[config.mk]
export PLATFORM = sky130hd
export DESIGN_NAME = afpm_mul_round
export DESIGN_NICKNAME = d
export VERILOG_FILES = /design/src/rtl/afpm_mul_round.sv
export SDC_FILE = /design/constraint.sdc
export NUM_CORES = 1
export LEC_CHECK = 0
export CAP_MARGIN = 20
export CORE_ASPECT_RATIO = 1.25
export CORE_MARGIN = 2
export CORE_UTILIZATION = 38
export CTS_CLUSTER_SIZE = 25
export DETAILED_ROUTE_END_ITERATION = 12
export PLACE_DENSITY = 0.73
export SYNTH_ARGS = -nofsm -noshare
export SYNTH_HDL_FRONTEND = slang
export SYNTH_SLANG_ARGS = --single-unit
[constraint.sdc]
create_clock -name clk -period 4.5 [get_ports clk]
set_input_delay 0.675 -clock clk [delete_from_list [all_inputs] [get_ports clk]]
set_output_delay 0.675 -clock clk [all_outputs]
set_load 0.02 [all_outputs]
[src/rtl/afpm_mul_round.sv]
`default_nettype none
// ============================================================================
// Module      : afpm_mul_round
// Description : Two-stage normalize / round-to-nearest-even / pack stage for
//               the single-precision multiply path. Consumes the 64-bit
//               significand product plus operand signs and exponents, handles
//               special operands and emits an IEEE-754 binary32 result with
//               sticky exception flags {invalid, overflow, underflow, inexact}.
// Revision    : 1.0 - initial release
// ============================================================================
module afpm_mul_round #(
   parameter int          BIAS      = 127,
   parameter logic [31:0] NAN_VALUE = 32'h7FFFFFFF
) (
   input  logic        clk,
   input  logic        reset_n,
   input  logic        in_valid,
   output logic        in_ready,
   input  logic        in_sign_a,
   input  logic        in_sign_b,
   input  logic [7:0]  in_exp_a,
   input  logic [7:0]  in_exp_b,
   input  logic        in_frac_nz_a,
   input  logic        in_frac_nz_b,
   input  logic [63:0] in_sig_product,
   output logic        out_valid,
   input  logic        out_ready,
   output logic [31:0] out_result,
   input  logic        flag_clear,
   output logic [3:0]  flags
);

   localparam logic [9:0] c_bias     = 10'(BIAS);
   localparam logic [9:0] c_exp_max  = 10'd255;
   localparam int         c_f_inv    = 3;
   localparam int         c_f_ovf    = 2;
   localparam int         c_f_unf    = 1;
   localparam int         c_f_inx    = 0;

   // ---------------------------------------------------------------------
   // Pipeline control
   // ---------------------------------------------------------------------
   logic        r_s1_valid;
   logic        r_s2_valid;
   logic        w_s2_adv;
   logic        w_s1_adv;

   // Stage 1 state
   logic        r_s1_sign;
   logic [47:0] r_s1_prod;
   logic        r_s1_nan;
   logic        r_s1_inf;
   logic        r_s1_zero;
   logic [9:0]  r_s1_exp;

   // Stage 2 state
   logic [31:0] r_s2_result;
   logic [3:0]  r_s2_flags;
   logic [3:0]  r_flags;

   // Stage-1 classification
   logic        w_nan;
   logic        w_inf;
   logic        w_zero;
   logic [9:0]  w_exp_sum;

   // Stage-2 normalize / round / pack
   logic [22:0] w_frac;
   logic        w_guard;
   logic        w_sticky;
   logic        w_inc;
   logic [23:0] w_frac_sum;
   logic [9:0]  w_exp_rnd;
   logic        w_exp_le0;
   logic        w_exp_ovf;
   logic [31:0] w_result;
   logic [3:0]  w_flags;

   // A stage may move when its downstream slot is empty or being drained;
   // in_ready therefore depends combinationally on out_ready.
   always_comb begin
      w_s2_adv = !r_s2_valid || out_ready;
      w_s1_adv = !r_s1_valid || w_s2_adv;
   end

   assign in_ready   = w_s1_adv;
   assign out_valid  = r_s2_valid;
   assign out_result = r_s2_result;
   assign flags      = r_flags;

   // Operand classification and biased exponent sum (10-bit two's complement)
   always_comb begin
      w_nan  = ((in_exp_a == 8'hFF) && in_frac_nz_a) ||
               ((in_exp_b == 8'hFF) && in_frac_nz_b);
      w_inf  = ((in_exp_a == 8'hFF) && !in_frac_nz_a) ||
               ((in_exp_b == 8'hFF) && !in_frac_nz_b);
      // Subnormals (exponent 0) are flushed to zero
      w_zero = (in_exp_a == 8'h00) || (in_exp_b == 8'h00);
      w_exp_sum = {2'b00, in_exp_a} + {2'b00, in_exp_b} - c_bias
                + {9'd0, in_sig_product[47]};
   end

   // Stage 1 register: captures sign, product and operand class
   always_ff @(posedge clk or negedge reset_n) begin
      if (!reset_n) begin
         r_s1_valid <= 1'b0;
         r_s1_sign  <= 1'b0;
         r_s1_prod  <= 48'd0;
         r_s1_nan   <= 1'b0;
         r_s1_inf   <= 1'b0;
         r_s1_zero  <= 1'b0;
         r_s1_exp   <= 10'd0;
      end else if (w_s1_adv) begin
         r_s1_valid <= in_valid;
         if (in_valid) begin
            r_s1_sign <= in_sign_a ^ in_sign_b;
            r_s1_prod <= in_sig_product[47:0];
            r_s1_nan  <= w_nan;
            r_s1_inf  <= w_inf;
            r_s1_zero <= w_zero;
            r_s1_exp  <= w_exp_sum;
         end
      end
   end

   // Normalize on the weight-2 bit, round to nearest-even, then pack by priority
   always_comb begin
      w_frac     = 23'd0;
      w_guard    = 1'b0;
      w_sticky   = 1'b0;
      w_result   = 32'd0;
      w_flags    = 4'd0;
      if (r_s1_prod[47]) begin
         w_frac   = r_s1_prod[46:24];
         w_guard  = r_s1_prod[23];
         w_sticky = |r_s1_prod[22:0];
      end else begin
         w_frac   = r_s1_prod[45:23];
         w_guard  = r_s1_prod[22];
         w_sticky = |r_s1_prod[21:0];
      end
      w_inc      = w_guard && (w_sticky || w_frac[0]);
      w_frac_sum = {1'b0, w_frac} + {23'd0, w_inc};
      // A carry out of the fraction leaves the fraction field at zero
      w_exp_rnd  = r_s1_exp + {9'd0, w_frac_sum[23]};
      w_exp_le0  = r_s1_exp[9] || (r_s1_exp == 10'd0);
      w_exp_ovf  = !w_exp_rnd[9] && (w_exp_rnd >= c_exp_max);

      if (r_s1_nan || (r_s1_inf && r_s1_zero)) begin
         w_result         = NAN_VALUE;
         w_flags[c_f_inv] = 1'b1;
      end else if (r_s1_inf) begin
         w_result = {r_s1_sign, 8'hFF, 23'd0};
      end else if (r_s1_zero) begin
         w_result = {r_s1_sign, 31'd0};
      end else if (w_exp_le0) begin
         w_result         = {r_s1_sign, 31'd0};
         w_flags[c_f_unf] = 1'b1;
         w_flags[c_f_inx] = 1'b1;
      end else if (w_exp_ovf) begin
         w_result         = {r_s1_sign, 8'hFF, 23'd0};
         w_flags[c_f_ovf] = 1'b1;
         w_flags[c_f_inx] = 1'b1;
      end else begin
         w_result         = {r_s1_sign, w_exp_rnd[7:0], w_frac_sum[22:0]};
         w_flags[c_f_inx] = w_guard || w_sticky;
      end
   end

   // Stage 2 register: result is held while the consumer stalls
   always_ff @(posedge clk or negedge reset_n) begin
      if (!reset_n) begin
         r_s2_valid  <= 1'b0;
         r_s2_result <= 32'd0;
         r_s2_flags  <= 4'd0;
      end else if (w_s2_adv) begin
         r_s2_valid <= r_s1_valid;
         if (r_s1_valid) begin
            r_s2_result <= w_result;
            r_s2_flags  <= w_flags;
         end
      end
   end

   // Sticky flags: accumulate on accept; a clear coinciding with an accept
   // keeps only the accepted beat's flags
   always_ff @(posedge clk or negedge reset_n) begin
      if (!reset_n) begin
         r_flags <= 4'd0;
      end else if (r_s2_valid && out_ready) begin
         r_flags <= flag_clear ? r_s2_flags : (r_flags | r_s2_flags);
      end else if (flag_clear) begin
         r_flags <= 4'd0;
      end
   end

endmodule
`default_nettype wire

==> results of run 1 <==
-- power by group --
part	internal [mW]	switching, mW	leakage, nW
sequential	1.13	0.205	1.23
combinational	0.520	0.500	1.62
clock	0.392	0.354	0.135
total	2.04	1.06	2.99
-- registers in the layout, indices dropped and copies added (netlist names) --
signal,count
flags,4
out_result,32
out_valid,1
r_s1_exp,10
r_s1_inf,1
r_s1_nan,1
r_s1_prod,48
r_s1_sign,1
r_s1_valid,1
r_s1_zero,1
r_s2_flags,4
-- kinds of logic after synthesis --
logic type               share of synthesized area [%]
buffers and inverters                             4.47
adder cells (fa/ha/maj)                           4.34
AO/OA/AOI/OAI                                     13.3
AND/OR/NAND/NOR                                   16.1
multiplexers                                      13.0
XOR/XNOR                                          5.01
flip-flops                                        43.8
-- Yosys cell counts, types with 6 or more instances --
library cell	n
sky130_fd_sc_hd__xor2_1	10
sky130_fd_sc_hd__clkbuf_1	18
sky130_fd_sc_hd__nor2_1	36
sky130_fd_sc_hd__nand2_1	36
sky130_fd_sc_hd__nand2b_1	7
sky130_fd_sc_hd__nor3_1	14
sky130_fd_sc_hd__a211oi_1	12
sky130_fd_sc_hd__o21ai_0	28
sky130_fd_sc_hd__nor2b_1	6
sky130_fd_sc_hd__nor4_1	10
sky130_fd_sc_hd__mux2i_1	21
sky130_fd_sc_hd__xnor2_1	24
sky130_fd_sc_hd__o22ai_1	11
sky130_fd_sc_hd__ha_1	19
sky130_fd_sc_hd__dfrtp_1	104
sky130_fd_sc_hd__mux2_2	50
sky130_fd_sc_hd__nand3_1	22
sky130_fd_sc_hd__nand4_1	19
sky130_fd_sc_hd__a21oi_1	23
sky130_fd_sc_hd__inv_1	26
sky130_fd_sc_hd__buf_1	8
-- metrics by stage --
stage	utilization [%]	area (um^2)
after floorplan	-	5940
after global placement	46.7	7210
after detailed placement	46.7	7210
after CTS	48.5	7490
after global routing	48.5	7490
final	48.5	7490
-- worst max-delay path: cells and delay by family (launching register included) --
family	cells	cell delay [ns]
simple gates	8	1.78
compound gates	2	0.85
flops	1	0.69
fa+ha+maj	1	0.36
mux	1	0.19
-- metal layers --
| layer | GRT usage, % | vias up | part of all wire, % |
|---|---|---|---|
| met5 | 0 | - | 0 |
| met3 | 3.58 | 17 | 5.2 |
| met1 | 22.4 | 2304 | 45 |
| met2 | 28.5 | 117 | 48 |
| met4 | 6.33 | 0 | 1.6 |
| li1 | - | 2317 | - |
-- worst paths after layout --
path / startpoint / to / cells past startpoint
worst max-delay path: r_s1_prod[47] / out_result[16] / 12
min in group clk: r_s2_flags[3] / r_s2_flags[3] / 2
worst min register to register: r_s2_flags[3] / r_s2_flags[3] / 2
worst min-delay path: reset_n / out_result[24] / 1
worst max register to register: r_s1_prod[47] / out_result[16] / 12
max in group asynchronous: reset_n / r_s1_prod[27] / 2
-- cell type report --
class                      count  area, um^2  area share (%)
multi-input combinational    419        3070            41.0
inverter                      26        97.6            1.30
clock buffer                  10         239            3.19
sequential                   104        2600            34.7
tap                          212         265            3.54
clock inverter                 6        42.5           0.568
timing repair buffer         120        1170            15.7
-- layout by cell type (no fill, tap or decap), types with 3 or more instances in the layout --
cell type,n
sky130_fd_sc_hd__a2111oi_0,3
sky130_fd_sc_hd__a211oi_1,12
sky130_fd_sc_hd__a21oi_1,23
sky130_fd_sc_hd__a22o_1,3
sky130_fd_sc_hd__a31oi_1,3
sky130_fd_sc_hd__and2_1,3
sky130_fd_sc_hd__buf_4,11
sky130_fd_sc_hd__clkbuf_16,9
sky130_fd_sc_hd__clkdlybuf4s50_1,109
sky130_fd_sc_hd__dfrtp_1,103
sky130_fd_sc_hd__ha_1,19
sky130_fd_sc_hd__inv_1,26
sky130_fd_sc_hd__mux2_2,50
sky130_fd_sc_hd__mux2i_1,21
sky130_fd_sc_hd__nand2_1,35
sky130_fd_sc_hd__nand2b_1,7
sky130_fd_sc_hd__nand3_1,22
sky130_fd_sc_hd__nand3b_1,4
sky130_fd_sc_hd__nand4_1,19
sky130_fd_sc_hd__nor2_1,36
sky130_fd_sc_hd__nor2b_1,6
sky130_fd_sc_hd__nor3_1,14
sky130_fd_sc_hd__nor3b_1,5
sky130_fd_sc_hd__nor4_1,10
sky130_fd_sc_hd__o21a_1,5
sky130_fd_sc_hd__o21ai_0,28
sky130_fd_sc_hd__o22a_1,3
sky130_fd_sc_hd__o22ai_1,11
sky130_fd_sc_hd__o31ai_1,3
sky130_fd_sc_hd__or3_1,3
sky130_fd_sc_hd__or4_1,3
sky130_fd_sc_hd__xnor2_1,24
sky130_fd_sc_hd__xor2_1,10
==> impl_metrics.prom, run 1 <==
# TYPE chip_impl_metric gauge
chip_impl_metric{name="timing.final.hold_violations",unit=""} 0
chip_impl_metric{name="finalWeightedCongestion",unit=""} 0.880
chip_impl_metric{name="dp_hpwl",unit="mm"} 10.8
chip_impl_metric{name="remaining_overflow_grt",unit=""} 0
chip_impl_metric{name="transition_time_at_the_pin_with_the_least_slew_margin",unit="ns"} 0.909
chip_impl_metric{name="yosys_warning_count",unit=""} 0
chip_impl_metric{name="post_cts_hold_buffer_count",unit=""} 0
chip_impl_metric{name="setup_viols_final",unit=""} 0
chip_impl_metric{name="synth_area",unit="um^2"} 5940
chip_impl_metric{name="die_h",unit="um"} 144
chip_impl_metric{name="fin_tns_setup",unit="ns"} 0
chip_impl_metric{name="totalPowerFinal",unit="mW"} 3.10
chip_impl_metric{name="cts_resized",unit=""} 0
chip_impl_metric{name="number_of_instances_in_the_synthesized_netlist",unit=""} 584
chip_impl_metric{name="timing.clock.skew",unit="ns"} 0.0111
chip_impl_metric{name="ff2ff_setup_slack",unit="ns"} 0.50
chip_impl_metric{name="power_leakage",unit="nW"} 2.99
chip_impl_metric{name="timing.fmax",unit="MHz"} 250
chip_impl_metric{name="synth_edf_count",unit=""} 0
chip_impl_metric{name="cts.htree.levels",unit=""} 3
chip_impl_metric{name="port_buffers",unit=""} 110
chip_impl_info{name="crit_path_cell_trace",value="mux2i_1 > nor2_1 > nand4_1 > nor3_1 > nor4bb_1 > ha_1 > nand4_1 > nor2_1 > nand3_1 > a221o_1 > a21oi_4 > nor3_1"} 1
chip_impl_metric{name="timing.slew.headroom",unit="%"} 39.4
chip_impl_metric{name="power.density_cell_area",unit="nW/um^2"} 414
chip_impl_metric{name="wl",unit="mm"} 14.0
chip_impl_metric{name="num_rows",unit=""} 51
chip_impl_metric{name="die_w",unit="um"} 116
chip_impl_metric{name="cts_inserted_buffers",unit=""} 9
chip_impl_metric{name="fillers",unit=""} 1508
chip_impl_metric{name="smallest_setup_slack_after_layout",unit="ns"} 0.501
chip_impl_metric{name="area.growth.synth_to_final",unit="%"} 26.2
chip_impl_info{name="worstSetupPathType",value="reg2reg"} 1
chip_impl_metric{name="top_level_ports",unit=""} 127
chip_impl_info{name="endpoint_kind",value="flip-flop"} 1
chip_impl_metric{name="synth-seq-area-share",unit="%"} 43.8
chip_impl_info{name="tritoncts",value="yes"} 1
chip_impl_metric{name="timing.final.max_slew_violations",unit=""} 0
chip_impl_metric{name="routed-via-count",unit=""} 4755
chip_impl_metric{name="pre_cts_slack",unit="ns"} 0.443
chip_impl_metric{name="synthesis.nets",unit=""} 693
chip_impl_metric{name="timing.final.crit_period",unit="ns"} 4.00
chip_impl_metric{name="yosys.cell_types.count",unit=""} 60
chip_impl_metric{name="drive_above_1_share",unit="%"} 13.1
chip_impl_metric{name="firstDrtPassIters",unit=""} 4
chip_impl_info{name="root_buffer",value="sky130_fd_sc_hd__clkbuf_16"} 1
chip_impl_metric{name="yosysTopAreaCellShare",unit="%"} 43.8
chip_impl_metric{name="drt_first_iter_violations",unit=""} 240
chip_impl_info{name="dominantRegCellSynth",value="sky130_fd_sc_hd__dfrtp_1"} 1
chip_impl_info{name="ys_top_cells_by_area",value="sky130_fd_sc_hd__dfrtp_1, sky130_fd_sc_hd__mux2_2, sky130_fd_sc_hd__ha_1"} 1
chip_impl_metric{name="clock_sink_count",unit=""} 104
chip_impl_info{name="grt_setup_unrepaired",value="false"} 1
chip_impl_metric{name="critPathMaxFanout",unit=""} 21
chip_impl_metric{name="wl_per_cell",unit="um"} 15.6
chip_impl_info{name="hp-class",value="in2async"} 1
chip_impl_metric{name="finalNonFillerCells",unit=""} 897
chip_impl_metric{name="share_of_flip_flops_with_an_asynchronous_set_or_reset_after_synthesis",unit="%"} 100
chip_impl_metric{name="drt.antenna.violating_nets",unit=""} 0
chip_impl_metric{name="vias_in_the_first_global_route",unit=""} 4666
chip_impl_metric{name="crit_required",unit="ns"} 4.72
chip_impl_metric{name="postCtsSetupBuffers",unit=""} 0
chip_impl_metric{name="post-route-period-util",unit="%"} 88.9
chip_impl_metric{name="clock_latency",unit="ns"} 0.35
chip_impl_info{name="worst_path_max_delay_cell",value="sky130_fd_sc_hd__dfrtp_2"} 1
chip_impl_metric{name="cpPeakStageDelay",unit="ns"} 0.69
chip_impl_metric{name="holdWs",unit="ns"} 0.437
chip_impl_metric{name="final_nets",unit=""} 789
chip_impl_metric{name="grt_first_pass_wirelength",unit="mm"} 22.9
chip_impl_info{name="worst_setup_path_start_kind",value="flip-flop"} 1
chip_impl_metric{name="via_per_inst",unit=""} 5.30
chip_impl_metric{name="initial_antenna_violation_count",unit=""} 0
chip_impl_metric{name="diodes",unit=""} 0
chip_impl_metric{name="irDropWorstVdd",unit="V"} 0.000209
chip_impl_metric{name="placed_cells",unit=""} 881
chip_impl_metric{name="average_footprint_of_a_synthesized_cell",unit="um^2"} 10.2
chip_impl_metric{name="pin_count_of_the_biggest_net_entering_global_routing",unit=""} 72
chip_impl_metric{name="synth_seq_cells",unit=""} 104
chip_impl_info{name="synth.largest_area_cell",value="sky130_fd_sc_hd__dfrtp_1"} 1
chip_impl_metric{name="dieArea",unit="um^2"} 16600
chip_impl_metric{name="floorplan.initialDensity",unit="%"} 38.5
chip_impl_metric{name="worstPathArrival",unit="ns"} 4.21
chip_impl_metric{name="core_area",unit="um^2"} 15400
chip_impl_info{name="result_of_the_run",value="finished clean"} 1
chip_impl_metric{name="cap_viol_max_count",unit=""} 0
chip_impl_metric{name="detail_route.drc_violations",unit=""} 0
chip_impl_metric{name="ctsLongestPathBuffers",unit=""} 2
chip_impl_metric{name="track_usage",unit="%"} 17.3
chip_impl_metric{name="clock_slew_seen_by_the_registers_of_the_worst_setup_and_hold_paths",unit="ns"} 0.07
No activity file was read; power rests on OpenSTA's default activity.
==> run 2: changes to the inputs <==
--- a/config.mk
+++ b/config.mk
@@ -9,6 +9,7 @@
 export CORE_ASPECT_RATIO = 1.25
 export CORE_MARGIN = 2
 export CORE_UTILIZATION = 38
+export CTS_CLUSTER_DIAMETER = 100
 export CTS_CLUSTER_SIZE = 25
 export DETAILED_ROUTE_END_ITERATION = 12
 export PLACE_DENSITY = 0.73
==> results of run 2 <==
The final DEF is identical to that of run 1; final timing and power are the same.
